### src/rtl/axis_wait_buffer.sv
`default_nettype none
// ============================================================================
// Module   : axis_wait_buffer
// Desc     : AXI-Stream store/wait/replay buffer; optional AXIS_WAIT_EXT_DONE_EN
//            adds ex_done / timeout for externally terminated waits.
// Revision : 1.0
// ============================================================================
module axis_wait_buffer #(
    parameter int DATA_WIDTH = 32,
    parameter int DEPTH      = 16,
    parameter int CNT_WIDTH  = 8
) (
    input  logic                         clk,
    input  logic                         rst,
    input  logic [CNT_WIDTH-1:0]         wait_cycles,
    input  logic [DATA_WIDTH-1:0]        s_tdata,
    input  logic                         s_tvalid,
    input  logic                         s_tlast,
    output logic                         s_tready,
    output logic [DATA_WIDTH-1:0]        m_tdata,
    output logic                         m_tvalid,
    output logic                         m_tlast,
    input  logic                         m_tready,
    output logic                         ex_start,
    output logic                         busy,
`ifdef AXIS_WAIT_EXT_DONE_EN
    input  logic                         ex_done,
    output logic                         timeout,
`endif
    output logic [$clog2(DEPTH+1)-1:0]   frame_len
);

    localparam int c_AW = $clog2(DEPTH);
    localparam int c_LW = $clog2(DEPTH + 1);
    localparam logic [c_LW-1:0]      c_LEN_ONE  = c_LW'(1);
    localparam logic [c_LW-1:0]      c_LEN_LAST = c_LW'(DEPTH - 1);
    localparam logic [CNT_WIDTH-1:0] c_CNT_ONE  = CNT_WIDTH'(1);

    typedef enum logic [1:0] {
        S_IDLE  = 2'd0,
        S_FILL  = 2'd1,
        S_WAIT  = 2'd2,
        S_DRAIN = 2'd3
    } state_t;

    state_t                 state_q;
    logic                   s_tready_q;
    logic                   ex_start_q;
    logic                   busy_q;
    logic [c_LW-1:0]        frame_len_q;
    logic [c_LW-1:0]        rd_adr_q;
    logic [CNT_WIDTH-1:0]   cnt_q;
    logic                   r1_valid_q;
    logic                   r1_last_q;
    logic [DATA_WIDTH-1:0]  rd_data_q;
    logic [DATA_WIDTH-1:0]  m_tdata_q;
    logic                   m_tvalid_q;
    logic                   m_tlast_q;
`ifdef AXIS_WAIT_EXT_DONE_EN
    logic                   timeout_q;
`endif

    logic [DATA_WIDTH-1:0]  mem_q [DEPTH];

    logic w_wr_en;
    logic w_adv;
    logic w_issue;
    logic w_issue_last;
    logic w_rd_en;

    assign w_wr_en      = (state_q == S_FILL) && s_tvalid && s_tready_q;
    // Read stage and output stage advance together; both freeze on a stalled output.
    assign w_adv        = !m_tvalid_q || m_tready;
    assign w_issue      = (state_q == S_DRAIN) && (rd_adr_q < frame_len_q);
    assign w_issue_last = (rd_adr_q + c_LEN_ONE) == frame_len_q;
    assign w_rd_en      = w_adv && w_issue;

    always_ff @(posedge clk) begin
        if (w_wr_en) begin
            mem_q[frame_len_q[c_AW-1:0]] <= s_tdata;
        end
        if (w_rd_en) begin
            rd_data_q <= mem_q[rd_adr_q[c_AW-1:0]];
        end
    end

    always_ff @(posedge clk or posedge rst) begin
        if (rst) begin
            state_q     <= S_IDLE;
            s_tready_q  <= 1'b0;
            ex_start_q  <= 1'b0;
            busy_q      <= 1'b0;
            frame_len_q <= '0;
            rd_adr_q    <= '0;
            cnt_q       <= '0;
            r1_valid_q  <= 1'b0;
            r1_last_q   <= 1'b0;
            m_tdata_q   <= '0;
            m_tvalid_q  <= 1'b0;
            m_tlast_q   <= 1'b0;
`ifdef AXIS_WAIT_EXT_DONE_EN
            timeout_q   <= 1'b0;
`endif
        end else begin
            ex_start_q <= 1'b0;
            case (state_q)
                S_IDLE: begin
                    state_q     <= S_FILL;
                    s_tready_q  <= 1'b1;
                    busy_q      <= 1'b1;
                    frame_len_q <= '0;
                    rd_adr_q    <= '0;
`ifdef AXIS_WAIT_EXT_DONE_EN
                    timeout_q   <= 1'b0;
`endif
                end
                S_FILL: begin
                    if (w_wr_en) begin
                        frame_len_q <= frame_len_q + c_LEN_ONE;
                        if (s_tlast || (frame_len_q == c_LEN_LAST)) begin
                            state_q    <= S_WAIT;
                            s_tready_q <= 1'b0;
                            ex_start_q <= 1'b1;
                            cnt_q      <= wait_cycles;
                        end
                    end
                end
                S_WAIT: begin
`ifdef AXIS_WAIT_EXT_DONE_EN
                    // ex_done wins a tie with expiry, so timeout stays clear.
                    if (ex_done) begin
                        state_q <= S_DRAIN;
                    end else if (cnt_q == '0) begin
                        state_q   <= S_DRAIN;
                        timeout_q <= 1'b1;
                    end else begin
                        cnt_q <= cnt_q - c_CNT_ONE;
                    end
`else
                    if (cnt_q == '0) begin
                        state_q <= S_DRAIN;
                    end else begin
                        cnt_q <= cnt_q - c_CNT_ONE;
                    end
`endif
                end
                S_DRAIN: begin
                    if (w_adv) begin
                        r1_valid_q <= w_issue;
                        r1_last_q  <= w_issue_last;
                        if (w_issue) begin
                            rd_adr_q <= rd_adr_q + c_LEN_ONE;
                        end
                        m_tvalid_q <= r1_valid_q;
                        if (r1_valid_q) begin
                            m_tdata_q <= rd_data_q;
                            m_tlast_q <= r1_last_q;
                        end
                    end
                    if (m_tvalid_q && m_tready && m_tlast_q) begin
                        state_q     <= S_IDLE;
                        busy_q      <= 1'b0;
                        frame_len_q <= '0;
                        rd_adr_q    <= '0;
                        r1_valid_q  <= 1'b0;
                        m_tvalid_q  <= 1'b0;
                        m_tlast_q   <= 1'b0;
                    end
                end
                default: begin
                    state_q <= S_IDLE;
                end
            endcase
        end
    end

    assign s_tready  = s_tready_q;
    assign ex_start  = ex_start_q;
    assign busy      = busy_q;
    assign frame_len = frame_len_q;
    assign m_tdata   = m_tdata_q;
    assign m_tvalid  = m_tvalid_q;
    assign m_tlast   = m_tlast_q;
`ifdef AXIS_WAIT_EXT_DONE_EN
    assign timeout   = timeout_q;
`endif

endmodule
`default_nettype wire

### config.mk
export PLATFORM = sky130hd
export DESIGN_NAME = axis_wait_buffer
export DESIGN_NICKNAME = d
export VERILOG_FILES = /design/src/rtl/axis_wait_buffer.sv
export SDC_FILE = /design/constraint.sdc
export NUM_CORES = 1
export LEC_CHECK = 0
export CAP_MARGIN = 20
export CELL_PAD_IN_SITES_DETAIL_PLACEMENT = 0
export CELL_PAD_IN_SITES_GLOBAL_PLACEMENT = 1
export CORE_MARGIN = 2
export CORE_UTILIZATION = 45
export CTS_CLUSTER_SIZE = 8
export DETAILED_ROUTE_END_ITERATION = 7
export DONT_BUFFER_PORTS = 1
export PLACE_DENSITY_LB_ADDON = 0.1
export SKIP_CTS_REPAIR_TIMING = 1
export SYNTH_ARGS = -nofsm -noshare
export SYNTH_HDL_FRONTEND = slang
export SYNTH_SLANG_ARGS = --single-unit
### constraint.sdc
create_clock -name clk -period 11.85 [get_ports clk]
set_input_delay 2.9625 -clock clk [delete_from_list [all_inputs] [get_ports clk]]
set_output_delay 2.9625 -clock clk [all_outputs]
set_load 0.02 [all_outputs]
==> run metrics <==
NumNets Final=1168; Die X=231.5 µm; number of port buffers=0; Mapped Area=23290 µm²; placed cells=1699; initial antenna violation count=0; number of iterations in the first detailed-routing pass=5; Clock power frac=38.9%; Peak VDD IR=0.0001109 V; io pins=87; Reg power frac=47.0%; H-tree Lvls=3; leakage power=8.463 nW; Worst Path Max Fanout=13; placed cell area=24260 µm²; average size of a mapped cell=22.35 µm²; maximum buffer depth of the clock tree=3; die outline height=231.5 µm; Pwr per Cell Area=214.1 nW/µm²; DRT iter0 DRCs=817; GR Util All Layers=18.59%; Sw Share=25.70%; Comb power frac=14.0%; RePlAce Congestion=0.7126; design area=26740 µm²; Synth Instances=1042; sequential element share of the synthesized area=76.47%; vias post-DR=10530; Max Clock Freq=228.7 MHz; fin crit share=36.90%; CTS root buffer=clkbuf_16; TritonCTS clock tree=built; largest net degree at the start of global routing=95; Levels on crit path=0; Hold Crit Class=flip-flop to flip-flop; GR Overflow Total=0; Finished Layout Cells=1853; Seq cells post-synth=603; row count=83; area grow syn2layout=14.79%; Hold Path Depth=1; vias in the first global route=11130; Post-synth EDFFs=544; Routed WL=48.03 mm; Skew-Pair Late Insertion Delay=0.62 ns; CTS Sinks=603; status=finished clean; WP data required=8.89 ns; Worst Reg-to-Reg Cells=4; Warnings, synthesis=0; critical path endpoint category=output pin; Worst-path clk slew=0.05 ns; Final Setup Violations=0; Max-cap violations=0; full die area=53600 µm²; Fin Hold WS=0.4670 ns; first-pass GRT wire length=72.73 mm; Most used DFF post-synth=edfxtp_1; initial core utilization=45.49%; max-slew violations=0; Tmin final=4.373 ns; post-route antenna net violation count=0; startpoint types=flip-flop; Routed wire per std cell=25.92 µm; Antenna diodes=0; Psw=0.001472 W; ys async rst share=9.784%; RSZ-0062 raised after global routing=false; vias per cell=5.684; Internal=0.004254 W; core area=51200 µm²; Arr. time, crit path=1.41 ns; Worst Clk Skew=0.02365 ns; Mapped Nets=1104; synth unique cells=48; Worst Path Class, Setup=flip-flop to output pin; worst slew pin tran=0.8567 ns; DRC errors left=0; dpl hpwl=26.79 mm; Num CTS Buffers=85; Setup TNS=0 ns; Slew headroom=42.89%; layout cells sized above 1=28.90%; Final Hold Fails=0
-- layout by cell type (no fill, tap or decap), drive strengths merged, types with 6 or more instances in the layout --
cell type  instances
o31ai              6
nand3              6
nor3               9
inv               20
dfrtp             59
mux2              33
edfxtp           544
mux4             160
nor2b              8
nand2             24
a21oi              9
buf               28
nor2              25
o21ai              8
clkbuf           147
ha                17
-- logic make-up (layout without fill, tap and decap cells) --
kind of cell	after synthesis	in the layout	share of synthesized area (%)
DFF	603	603	76.47
adders and majority gates	17	17	0.9132
muxes	197	197	17.24
and+or+nand+nor	94	94	1.961
xor gates and xnor gates	7	7	0.2632
buffers and inverters	68	199	1.456
AOI/OAI and AO/OA	56	56	1.697
-- path summary, 6_finish.rpt --
| path | start | to | slack, ns |
|---|---|---|---|
| max in group asynchronous | rst | rd_adr_q[0]$_DFFE_PP0P_ | 8.60 |
| min in group asynchronous | rst | m_tdata[28]$_DFFE_PP0P_ | 2.24 |
| worst max register to register | rd_adr_q[1]$_DFFE_PP0P_ | rd_data_q[31]$_DFFE_PP_ | 8.24 |
| worst min-delay path | rd_data_q[7]$_DFFE_PP_ | m_tdata[7]$_DFFE_PP0P_ | 0.47 |
| worst max-delay path | frame_len[2]$_DFFE_PP0P_ | frame_len[2] | 7.48 |
| worst min register to register | rd_data_q[7]$_DFFE_PP_ | m_tdata[7]$_DFFE_PP0P_ | 0.47 |
-- stage by stage --
step           utilization, %  worst slack, ns  power, W
2_1_floorplan               -            5.817  0.003337
3_3_place_gp            47.29            6.683  0.003553
3_5_place_dp            47.38            6.949  0.003564
4_1_cts                 52.23            7.428  0.005817
5_1_grt                 52.23            7.375  0.005978
6_report                52.23            7.477  0.005726
-- power by group through the flow --
stage / clock network, W / registers (W) / logic [W]
2_1_floorplan: 0 / 0.00266 / 0.000672
3_3_place_gp: 0 / 0.00273 / 0.000818
3_5_place_dp: 0 / 0.00274 / 0.000824
4_1_cts: 0.00229 / 0.00270 / 0.000828
5_1_grt: 0.00238 / 0.00272 / 0.000885
6_report: 0.00223 / 0.00269 / 0.000803
-- final cells by class --
| class | count | area (µm²) |
|---|---|---|
| clock buffer | 147 | 2381 |
| clock inverter | 7 | 100.1 |
| fill | 4027 | 24460 |
| inverter | 17 | 65.06 |
| multi-input combinational | 371 | 5264 |
| sequential | 603 | 17820 |
| tap | 680 | 850.8 |
| timing repair buffer | 28 | 255.2 |
-- metal layers --
| metal | GRT usage, % | vias to the layer above | routed length (µm) |
|---|---|---|---|
| li1 | - | 4515 | - |
| met1 | 26.57 | 5682 | 21450 |
| met2 | 28.89 | 257 | 23080 |
| met3 | 4.146 | 79 | 2564 |
| met4 | 5.444 | 0 | 939 |
| met5 | 0 | - | 0 |
-- synthesized netlist by cell type (all sizes together), types with 8 or more instances --
library cell	count	area [µm²]
nor3	9	50.05
mux4	160	3603
buf	30	196.4
a21oi	9	45.04
nand2	24	90.09
clkbuf	21	78.83
edfxtp	544	16340
nor2	25	93.84
inv	17	63.81
mux2	33	371.6
ha	17	212.7
dfrtp	59	1476
nor2b	8	50.05
o21ai	8	40.04
-- registers in the layout, summed over array words and instances, names as in the netlist --
| register | flops |
|---|---|
| r1_valid_q | 1 |
| busy | 1 |
| cnt_q | 8 |
| rd_data_q | 32 |
| m_tvalid | 1 |
| mem_q | 512 |
| m_tlast | 1 |
| m_tdata | 32 |
| state_q | 2 |
| r1_last_q | 1 |
| rd_adr_q | 5 |
| frame_len | 5 |
| ex_start | 1 |
| s_tready | 1 |
Note: power is estimated with default switching activity, not from simulation.
